<file path="src/rtl/playseq_gravador_if.sv">
// playseq_gravador_if -- signal bundle between the game datapath and the
// sequence recorder.
//
// Signals (direction seen from the recorder, i.e. the slave modport):
//   iniciar      in   start a new recording (level, honoured in INICIAL)
//   encerrar     in   end recording early (level, honoured in ESPERA)
//   botoes       in   [3:0] synchronized player buttons
//   rd_endereco  in   [3:0] read address
//   rd_dado      out  [3:0] registered read data (1-cycle latency)
//   comprimento  out  [3:0] index of the last stored entry
//   valida       out  a complete recorded sequence is stored
//   gravando     out  recording in progress (ESPERA or SOLTA)
//   pronto       out  one-cycle pulse when a recording completes
//   erro_jogada  out  one-cycle pulse on a non-one-hot press
//   timeout      out  one-cycle pulse when the idle limit expires
//   db_estado    out  [3:0] state code for debug
interface playseq_gravador_if;
    logic       iniciar;
    logic       encerrar;
    logic [3:0] botoes;
    logic [3:0] rd_endereco;
    logic [3:0] rd_dado;
    logic [3:0] comprimento;
    logic       valida;
    logic       gravando;
    logic       pronto;
    logic       erro_jogada;
    logic       timeout;
    logic [3:0] db_estado;

    // Game datapath / test driver side.
    modport master (
        output iniciar, encerrar, botoes, rd_endereco,
        input  rd_dado, comprimento, valida, gravando, pronto,
               erro_jogada, timeout, db_estado
    );

    // Recorder side.
    modport slave (
        input  iniciar, encerrar, botoes, rd_endereco,
        output rd_dado, comprimento, valida, gravando, pronto,
               erro_jogada, timeout, db_estado
    );
endinterface

</file>
<file path="src/rtl/playseq_gravador.sv">
// playseq_gravador -- records a sequence of up to 16 button presses into a
// 16x4 array and exposes it through a registered read port.
//
// Ports:
//   clock  in   single clock, rising edge
//   clr    in   synchronous active-low reset
//   bus    playseq_gravador_if.slave (see the interface file for signals)
//
// Parameters:
//   TIMEOUT_M  idle cycles in ESPERA before the recording is closed
//   TIMEOUT_N  width of the idle counter (2**TIMEOUT_N >= TIMEOUT_M)
//
// Optional feature: define PLAYSEQ_GRAVADOR_TIMEOUT_EN to build the idle
// counter. Without it, timeout is tied low and ESPERA waits indefinitely.
//
// The storage array is deliberately not reset; valida=0 marks it unusable.
module playseq_gravador #(
    parameter int TIMEOUT_M = 5000,
    parameter int TIMEOUT_N = 13
) (
    input  logic                clock,
    input  logic                clr,
    playseq_gravador_if.slave   bus
);

    if ((2 ** TIMEOUT_N) < TIMEOUT_M) begin : g_bad_timeout_cfg
        $error("playseq_gravador: TIMEOUT_N too narrow for TIMEOUT_M");
    end

    typedef enum logic [1:0] {
        INICIAL = 2'd0,
        ESPERA  = 2'd1,
        SOLTA   = 2'd2,
        FIM     = 2'd3
    } estado_t;

    estado_t    estado;
    logic [3:0] ptr;
    logic       full;
    logic       prev;
    logic       valida;
    logic [3:0] comprimento;
    logic       pronto;
    logic       erro_jogada;
    logic [3:0] rd_dado;
    logic [3:0] mem [16];

    logic       edge_press;
    logic       mem_we;
    logic       tmo_hit;

    function automatic logic is_onehot(input logic [3:0] b);
        return (b != 4'd0) && ((b & (b - 4'd1)) == 4'd0);
    endfunction

    // A press is the rising edge of "any button"; prev tracks it in every
    // state so a button already held when ESPERA is entered is not an edge.
    assign edge_press = (|bus.botoes) & ~prev;
    assign mem_we     = clr && (estado == ESPERA) && edge_press
                        && is_onehot(bus.botoes);

`ifdef PLAYSEQ_GRAVADOR_TIMEOUT_EN
    localparam logic [TIMEOUT_N-1:0] TMO_LAST = TIMEOUT_N'(TIMEOUT_M - 1);

    logic [TIMEOUT_N-1:0] tmo_cnt;
    logic                 timeout_q;

    // Held at zero outside ESPERA, so every entry into ESPERA starts from 0.
    always_ff @(posedge clock) begin
        if (!clr) begin
            tmo_cnt   <= '0;
            timeout_q <= 1'b0;
        end else begin
            timeout_q <= (estado == ESPERA) && !edge_press && tmo_hit;
            if (estado != ESPERA || edge_press)
                tmo_cnt <= '0;
            else
                tmo_cnt <= tmo_cnt + 1'b1;
        end
    end

    assign tmo_hit     = (tmo_cnt == TMO_LAST);
    assign bus.timeout = timeout_q;
`else
    assign tmo_hit     = 1'b0;
    assign bus.timeout = 1'b0;
`endif

    // Control FSM: pronto/valida/comprimento are loaded on the transition
    // into FIM, so pronto is high exactly while db_estado reads FIM.
    always_ff @(posedge clock) begin
        if (!clr) begin
            estado      <= INICIAL;
            ptr         <= 4'd0;
            full        <= 1'b0;
            prev        <= 1'b0;
            valida      <= 1'b0;
            comprimento <= 4'd0;
            pronto      <= 1'b0;
            erro_jogada <= 1'b0;
        end else begin
            prev        <= |bus.botoes;
            pronto      <= 1'b0;
            erro_jogada <= 1'b0;
            case (estado)
                INICIAL: begin
                    if (bus.iniciar) begin
                        ptr    <= 4'd0;
                        full   <= 1'b0;
                        valida <= 1'b0;
                        estado <= ESPERA;
                    end
                end
                ESPERA: begin
                    // A press wins over encerrar/timeout in the same cycle.
                    if (edge_press) begin
                        if (is_onehot(bus.botoes)) begin
                            if (ptr == 4'd15)
                                full <= 1'b1;
                            else
                                ptr <= ptr + 4'd1;
                        end else begin
                            erro_jogada <= 1'b1;
                        end
                        estado <= SOLTA;
                    end else if (bus.encerrar || tmo_hit) begin
                        // full is never set while in ESPERA, so ptr is the
                        // entry count here.
                        if (ptr != 4'd0) begin
                            estado      <= FIM;
                            pronto      <= 1'b1;
                            valida      <= 1'b1;
                            comprimento <= ptr - 4'd1;
                        end else begin
                            estado <= INICIAL;
                            valida <= 1'b0;
                        end
                    end
                end
                SOLTA: begin
                    if (bus.botoes == 4'd0) begin
                        if (full) begin
                            estado      <= FIM;
                            pronto      <= 1'b1;
                            valida      <= 1'b1;
                            comprimento <= 4'd15;
                        end else begin
                            estado <= ESPERA;
                        end
                    end
                end
                FIM: begin
                    estado <= INICIAL;
                end
                default: begin
                    estado <= INICIAL;
                end
            endcase
        end
    end

    // Storage write: no reset on the array contents.
    always_ff @(posedge clock) begin
        if (mem_we)
            mem[ptr] <= bus.botoes;
    end

    // Registered read; a same-cycle write to the same address returns the
    // old word because both use non-blocking updates.
    always_ff @(posedge clock) begin
        if (!clr)
            rd_dado <= 4'd0;
        else
            rd_dado <= mem[bus.rd_endereco];
    end

    assign bus.rd_dado     = rd_dado;
    assign bus.comprimento = comprimento;
    assign bus.valida      = valida;
    assign bus.gravando    = (estado == ESPERA) || (estado == SOLTA);
    assign bus.pronto      = pronto;
    assign bus.erro_jogada = erro_jogada;
    assign bus.db_estado   = {2'b00, estado};

endmodule
</file>
<file path="src/flat_wrapper.sv">
// flat-port wrapper written by rule: the top's interface ports become plain ports
module playseq_gravador_flat 
#(
    parameter int TIMEOUT_M = 5000,
    parameter int TIMEOUT_N = 13
)
  (clock, clr, bus_iniciar, bus_encerrar, bus_botoes, bus_rd_endereco, bus_rd_dado, bus_comprimento, bus_valida, bus_gravando, bus_pronto, bus_erro_jogada, bus_timeout, bus_db_estado);
  playseq_gravador_if bus_i ();
  input  logic clock;
  input  logic clr;
  input wire logic [$bits(bus_i.iniciar)-1:0] bus_iniciar;
  input wire logic [$bits(bus_i.encerrar)-1:0] bus_encerrar;
  input wire logic [$bits(bus_i.botoes)-1:0] bus_botoes;
  input wire logic [$bits(bus_i.rd_endereco)-1:0] bus_rd_endereco;
  output wire logic [$bits(bus_i.rd_dado)-1:0] bus_rd_dado;
  output wire logic [$bits(bus_i.comprimento)-1:0] bus_comprimento;
  output wire logic [$bits(bus_i.valida)-1:0] bus_valida;
  output wire logic [$bits(bus_i.gravando)-1:0] bus_gravando;
  output wire logic [$bits(bus_i.pronto)-1:0] bus_pronto;
  output wire logic [$bits(bus_i.erro_jogada)-1:0] bus_erro_jogada;
  output wire logic [$bits(bus_i.timeout)-1:0] bus_timeout;
  output wire logic [$bits(bus_i.db_estado)-1:0] bus_db_estado;
  assign bus_i.iniciar = bus_iniciar;
  assign bus_i.encerrar = bus_encerrar;
  assign bus_i.botoes = bus_botoes;
  assign bus_i.rd_endereco = bus_rd_endereco;
  assign bus_rd_dado = bus_i.rd_dado;
  assign bus_comprimento = bus_i.comprimento;
  assign bus_valida = bus_i.valida;
  assign bus_gravando = bus_i.gravando;
  assign bus_pronto = bus_i.pronto;
  assign bus_erro_jogada = bus_i.erro_jogada;
  assign bus_timeout = bus_i.timeout;
  assign bus_db_estado = bus_i.db_estado;
  playseq_gravador #(.TIMEOUT_M(TIMEOUT_M), .TIMEOUT_N(TIMEOUT_N)) u_core (.clock(clock), .clr(clr), .bus(bus_i));
endmodule
</file>
<file path="config.mk">
export PLATFORM = sky130hd
export DESIGN_NAME = playseq_gravador_flat
export DESIGN_NICKNAME = d
export VERILOG_FILES = /design/src/rtl/playseq_gravador_if.sv /design/src/rtl/playseq_gravador.sv /design/src/flat_wrapper.sv
export SDC_FILE = /design/constraint.sdc
export NUM_CORES = 1
export LEC_CHECK = 0
export ABC_AREA = 1
export CORE_MARGIN = 2
export CORE_UTILIZATION = 55
export DETAILED_ROUTE_END_ITERATION = 12
export GPL_TIMING_DRIVEN = 0
export PLACE_DENSITY = 0.76
export SYNTH_ARGS = -nofsm -noshare
export SYNTH_HDL_FRONTEND = slang
export SYNTH_SLANG_ARGS = --single-unit
</file>
<file path="constraint.sdc">
create_clock -name clock -period 2.1 [get_ports clock]
set_input_delay 0.42 -clock clock [delete_from_list [all_inputs] [get_ports clock]]
set_output_delay 0.42 -clock clock [all_outputs]
set_load 0.05 [all_outputs]
</file>
==> metrics.txt, run 1 <==
status=finished, final reports clean; asr flop ratio synth=0%; TritonCTS Buffers=9; Fin Hold WS=0.3896 ns; RSZ-0062 raised after global routing=false; Sinks on Clock Net=83; first-pass GRT wire length=12800 um; Yosys top cell area share=a little under 50%; CP startpoint kind=flop; largest fanout on the critical path=6; Post-CTS Hold Fix Bufs=0; Power Density=983.9 nW/um^2; Worst Path Arrival=1.60 ns; leading area contributor after synthesis=edfxtp_1; crit path cell chain=clkdlybuf4s50_1; Max stage delay on crit path=roughly 0.84 ns; antenna violations before repair=0; CTS tree=built; root buf cell=clkbuf_8; Leakage=between 1.5 and 2 nW; GP Congestion=0.9494; worst-skew pair later-pin latency=0.35 ns; drt drc=0; die height=88.96 um; row cnt=30; full die area=7914 sq um; via count=2964; Slew HR=63.59%; # nets final=489; slowest stage cell, crit path=clkdlybuf4s50_1; Avg Cell Area, Syn=9.190 sq um; DP HPWL=5796 um; sequential fraction of the synthesis area=57.99%; #FFs+latches synth=83; Max Root-Sink Buffers=2; fin crit share=96.35%; clock skew=0.009481 ns; Vias/cell=about 5.2; ys flop type=edfxtp_1; P&R area growth vs syn=14.94%; post-synth cell types=30; WL per Instance=between 10 and 15 um; Overall Global Routing Usage=about 22%; family with the most delay on the worst path=buffers and inverters; Tmin final=2.023 ns; Commonest cells post-synth=143 x nand2_1, 64 x edfxtp_1, 42 x nor2_1; dpl cells=approximately 550; Post-Synthesis Cells=432; DR iter-0 viols=145; Ant. Diodes=0; DP Worst Slack=-0.8594 ns; WL final=roughly 8000 um; Worst Tran Pin Value=0.5462 ns; WP data required=1.68 ns; post-route ant nets=0; Worst Slack Setup Final=0.07666 ns; port bufs=22; MaxCap Viol Count=0; # IOs=29; vias in the first global route=between 2000 and 3000; fin. max-slew vios=0; Post-Synthesis Cell Area=3970 sq um; WS Path Type=flop to primary output; layout cells sized above 1=13.56%; largest net degree at the start of global routing=19; worst ir drop on vdd=between 0.7 and 0.8 mV; clock slew at reported path FFs=roughly 0.070 ns; HP Class=input pin to flop; Initial Util=a little under three fifths; final hold viol count=0; f_max=between 400 and 500 MHz; core area=6907 sq um; Post-Layout Cell Count=568; Yosys Warn Count=0; Synth area leaders=edfxtp_1 48%, nand2_1 14%, dfxtp_1 9.6%; H-tree levels=3; count leader, synth=nand2_1; Die X=just under 90 um; DR pass1 iterations=5; GR Overflow Total=0; EDFF count, synth=64; CP Capture Type=primary output; Crit path buffers/inverters=1; Setup-failing EPs final=0
==> area by class of cell <==
class | instances | area (sq um)
inverter | 37 | 138.9
clock buffer | 11 | 131.4
fill | 599 | 2344
buffer | 18 | 105.1
timing repair buffer | 22 | 219.0
sequential | 83 | 2302
clock inverter | 5 | 102.6
multi-input combinational | 296 | 1444
tap | 96 | 120.1
==> path summary, 6_finish.rpt <==
| path | slack (ns) | end | start | cells after the start |
|---|---|---|---|---|
| setup / recovery | 0.08 | bus_db_estado[0] | u_core.estado[0]$_SDFFE_PN0P_ | 1 |
| hold / removal | 0.39 | u_core.bus.comprimento[3]$_SDFFE_PN0P_ | clr | 3 |
| hold reg to reg | 0.49 | u_core.bus.comprimento[0]$_SDFFE_PN0P_ | u_core.bus.comprimento[0]$_SDFFE_PN0P_ | 2 |
| setup reg to reg | 0.16 | u_core.mem[11][0]$_DFFE_PP_ | u_core.estado[1]$_SDFFE_PN0P_ | 7 |
==> flip-flops by register name, indices dropped and copies added, names as in the netlist, 2 cells and up <==
name	count
u_core.bus.rd_dado	4
u_core.estado	2
u_core.ptr	4
u_core.bus.comprimento	4
u_core.mem	64
==> worst min-delay path, delay by kind of cell <==
kind / cells / cell delay, ns
buffers and inverters: 1 / 0.17
and+or+nand+nor: 2 / 0.11
==> stage by stage <==
stage          util [%]  area, sq um  setup TNS (ns)  power, mW
3_3_place_gp      62.55         4320          -47.85      3.172
2_1_floorplan         -         3980               0      2.864
5_1_grt           66.07         4563               0      4.687
3_5_place_dp      62.55         4320          -51.63      3.195
4_1_cts           66.11         4566               0      4.511
6_report          66.07         4563               0      4.490
==> routing by layer <==
layer,track usage (%),vias up,wire (um)
met4,10.85,0,210
met2,37.86,81,4071
met5,0,-,0
met1,27.27,1392,3616
li1,-,1472,-
met3,3.786,19,346
==> cells by family after synthesis <==
group           count (synthesis)  share of synthesized area (%)
simple gates                  255                          28.43
compound gates                 26                          3.750
xor+xnor                        2                         0.4413
flops                          83                          57.99
other cells                     1                        0.09446
buf+inv                        55                          6.146
fa+ha+maj                      10                          3.152
==> cell usage in the layout (no fill, tap or decap), types with 3 or more instances in the layout <==
cell / instances
bufinv_16: 3
dfxtp_1: 19
ha_1: 9
nand3_1: 41
inv_2: 6
clkbuf_8: 9
o21ai_1: 3
clkdlybuf4s50_1: 17
nand2_1: 143
clkdlybuf4s15_2: 3
inv_1: 31
nor2_4: 3
o21ai_0: 3
edfxtp_1: 64
buf_4: 6
nand3_2: 4
clkbuf_1: 7
a21oi_1: 17
buf_2: 7
nand2_2: 9
nor2_2: 5
nor2_1: 40
nand4_1: 5
conb_1: 3
==> power by group <==
part / switching (mW) / total, mW / internal [mW]
Combinational: 0.863 / 1.26 / 0.398
Sequential: 0.0496 / 1.89 / 1.84
Clock: 0.548 / 1.34 / 0.789
Total: 1.46 / 4.49 / 3.03
==> timing repair <==
| item | CTS | global route |
|---|---|---|
| gates cloned | 0 | 0 |
| resized for setup | 16 | 5 |
| setup buffers | 0 | 0 |
| setup endpoints to repair | 65 | 10 |
(Power assumes the default switching activity.)
==> inputs of run 2 (changes only) <==
--- a/config.mk
+++ b/config.mk
@@ -6,6 +6,7 @@
 export NUM_CORES = 1
 export LEC_CHECK = 0
 export ABC_AREA = 1
+export CAP_MARGIN = 20
 export CORE_MARGIN = 2
 export CORE_UTILIZATION = 55
 export DETAILED_ROUTE_END_ITERATION = 12
==> results of run 2 <==
Final layout, timing and power as in run 1 (identical DEF).
==> inputs of run 3 (changes only) <==
--- a/config.mk
+++ b/config.mk
@@ -9,9 +9,12 @@
 export CAP_MARGIN = 20
 export CORE_MARGIN = 2
 export CORE_UTILIZATION = 55
+export CTS_BUF_LIST = sky130_fd_sc_hd__clkbuf_8
 export DETAILED_ROUTE_END_ITERATION = 12
 export GPL_TIMING_DRIVEN = 0
 export PLACE_DENSITY = 0.76
+export RECOVER_POWER = 25
+export SKIP_CTS_REPAIR_TIMING = 1
 export SYNTH_ARGS = -nofsm -noshare
 export SYNTH_HDL_FRONTEND = slang
 export SYNTH_SLANG_ARGS = --single-unit
==> metrics.txt, run 3 (synthesized netlist as in run 1, its figures left out) <==
Vias/cell=5.167 (-0.98%); Crit path buffers/inverters=1 (unchanged); vias in the first global route=2778 (+0.18%); Critical R2R Launch=u_core.estado[1]$_SDFFE_PN0P_; Core Util, Final=65.69% (-0.38 points); layout cells sized above 1=13.35% (-0.21 points); # IOs=29 (unchanged); Final Total Pwr=4.483 mW (-0.15%); via count=2935 (-0.98%); Switching Share=32.72% (+0.18 points); GP Congestion=0.9494 (unchanged); row cnt=30 (unchanged); Leakage=1.858 nW (+0.30%); Post-Layout Inst Area=4537 sq um (-0.58%); Max Root-Sink Buffers=2 (unchanged); Setup crit start=u_core.estado[0]$_SDFFE_PN0P_; MaxCap Viol Count=0 (unchanged); f_max=493.6 MHz (-0.12%); family with the most delay on the worst path=buffers and inverters; Worst path depth=1 (unchanged); largest fanout on the critical path=6 (unchanged); Sinks on Clock Net=83 (unchanged); Initial Util=57.48% (unchanged); DP HPWL=5796 um (unchanged); combinational group share of total power=28.1% (about the same); port bufs=22 (unchanged); antenna violations before repair=0 (unchanged); Power Density=988.1 nW/um^2 (+0.43%); final setup TNS=0 ns (unchanged); Power Internal=3.016 mW (-0.42%); sequential cell fraction of total power=42.2% (about the same); slowest stage cell, crit path=clkdlybuf4s50_1; crit path cell chain=clkdlybuf4s50_1; H-tree levels=3 (unchanged); Die X=88.96 um (unchanged); final hold viol count=0 (unchanged); full die area=7914 sq um (unchanged); worst ir drop on vdd=0.7231 mV (about the same); largest net degree at the start of global routing=19 (unchanged); fillcell total=599 (unchanged); Switching Power=1.467 mW (+0.41%); CP startpoint kind=flop; TritonCTS Buffers=9 (unchanged); RSZ-0062 raised after global routing=false; fin. max-slew vios=0 (unchanged); WL final=8202 um (-0.51%); core area=6907 sq um (unchanged); Tmin final=2.026 ns (+0.002522 ns); HP Class=input pin to flop; dpl cells=552 (unchanged); reg2reg path depth=7 (unchanged); worst-skew pair later-pin latency=0.36 ns (about the same); DR iter-0 viols=172 (+19%); Slew HR=64.00% (+0.41 points); first-pass GRT wire length=12840 um (+0.32%); R2R Setup Slk=0.16 ns (about the same); Post-Layout Cell Count=568 (unchanged); WP data required=1.68 ns (about the same); Worst Path Arrival=1.61 ns (about the same); drt drc=0 (unchanged); Cell Area, Placed=4320 sq um (unchanged); Overall Global Routing Usage=22.18% (+0.059 points); WL per Instance=14.44 um (-0.51%); P&R area growth vs syn=14.28%; post-route ant nets=0 (unchanged); # nets final=489 (unchanged); most common cell after layout, fill and taps aside=nand2_1; Reg with most FFs=u_core.mem; Worst Tran Pin Value=0.5400 ns (-0.006181 ns); most frequent cells in the layout=143 x nand2_1, 64 x edfxtp_1, 41 x nor2_1, 41 x nand3_1, 33 x inv_1; DR pass1 iterations=4 (-1); Setup-failing EPs final=0 (unchanged); Fin Hold WS=0.3894 ns (-0.0002250 ns); CP Capture Type=primary output; Ant. Diodes=0 (unchanged); clock slew at reported path FFs=0.07 ns (about the same); fin crit share=96.47% (+0.12 points); reg2reg end=u_core.mem[11][0]$_DFFE_PP_; die height=88.96 um (unchanged); Max stage delay on crit path=0.84 ns (about the same); GR Overflow Total=0 (unchanged); DP Worst Slack=-0.8594 ns (unchanged); status=finished, final reports clean; WS Path Type=flop to primary output; Worst Slack Setup Final=0.07414 ns (-0.002522 ns); crit path to=bus_db_estado[0]; max FFs per register=64 (unchanged); clock skew=0.01177 ns (+0.002290 ns); root buf cell=clkbuf_8; CTS tree=built; clock share of power=29.7% (about the same)
run 3: routing by layer:
metal	GRT usage, %	vias to the layer above	part of all wire [%]
met1	27.33	1361	44
li1	-	1476	-
met5	0	-	0
met2	37.99	79	49
met3	3.786	19	5.0
met4	10.85	0	2.6
run 3: worst min path at each step:
stage / from / endpoint / slack [ns] / cells after the start
after detailed placement: u_core.bus.comprimento[0]$_SDFFE_PN0P_ / u_core.bus.comprimento[0]$_SDFFE_PN0P_ / 0.48 / 2
after floorplan: u_core.full$_SDFFE_PN0P_ / u_core.full$_SDFFE_PN0P_ / 0.50 / 2
final: clr / u_core.bus.comprimento[3]$_SDFFE_PN0P_ / 0.39 / 3
after global placement: u_core.bus.comprimento[0]$_SDFFE_PN0P_ / u_core.bus.comprimento[0]$_SDFFE_PN0P_ / 0.47 / 2
after global routing: clr / u_core.ptr[0]$_SDFFE_PN0P_ / 0.40 / 3
after CTS: clr / u_core.bus.comprimento[3]$_SDFFE_PN0P_ / 0.38 / 3
run 3: final cells by class:
type | count | area, sq um | area share (%)
sequential | 83 | 2302 | 50.74
buffer | 18 | 105.1 | 2.317
multi-input combinational | 296 | 1441 | 31.77
clock inverter | 7 | 110.1 | 2.427
tap | 96 | 120.1 | 2.648
clock buffer | 9 | 123.9 | 2.730
timing repair buffer | 22 | 195.2 | 4.302
inverter | 37 | 138.9 | 3.061
run 3: power groups by stage:
stage	combinational [mW]	sequential, mW	clock, mW
finish	1.26	1.89	1.33
global route	1.38	1.90	1.39
CTS	1.28	1.89	1.34
detailed placement	1.27	1.93	0
global placement	1.25	1.93	0
floorplan	0.706	2.16	0
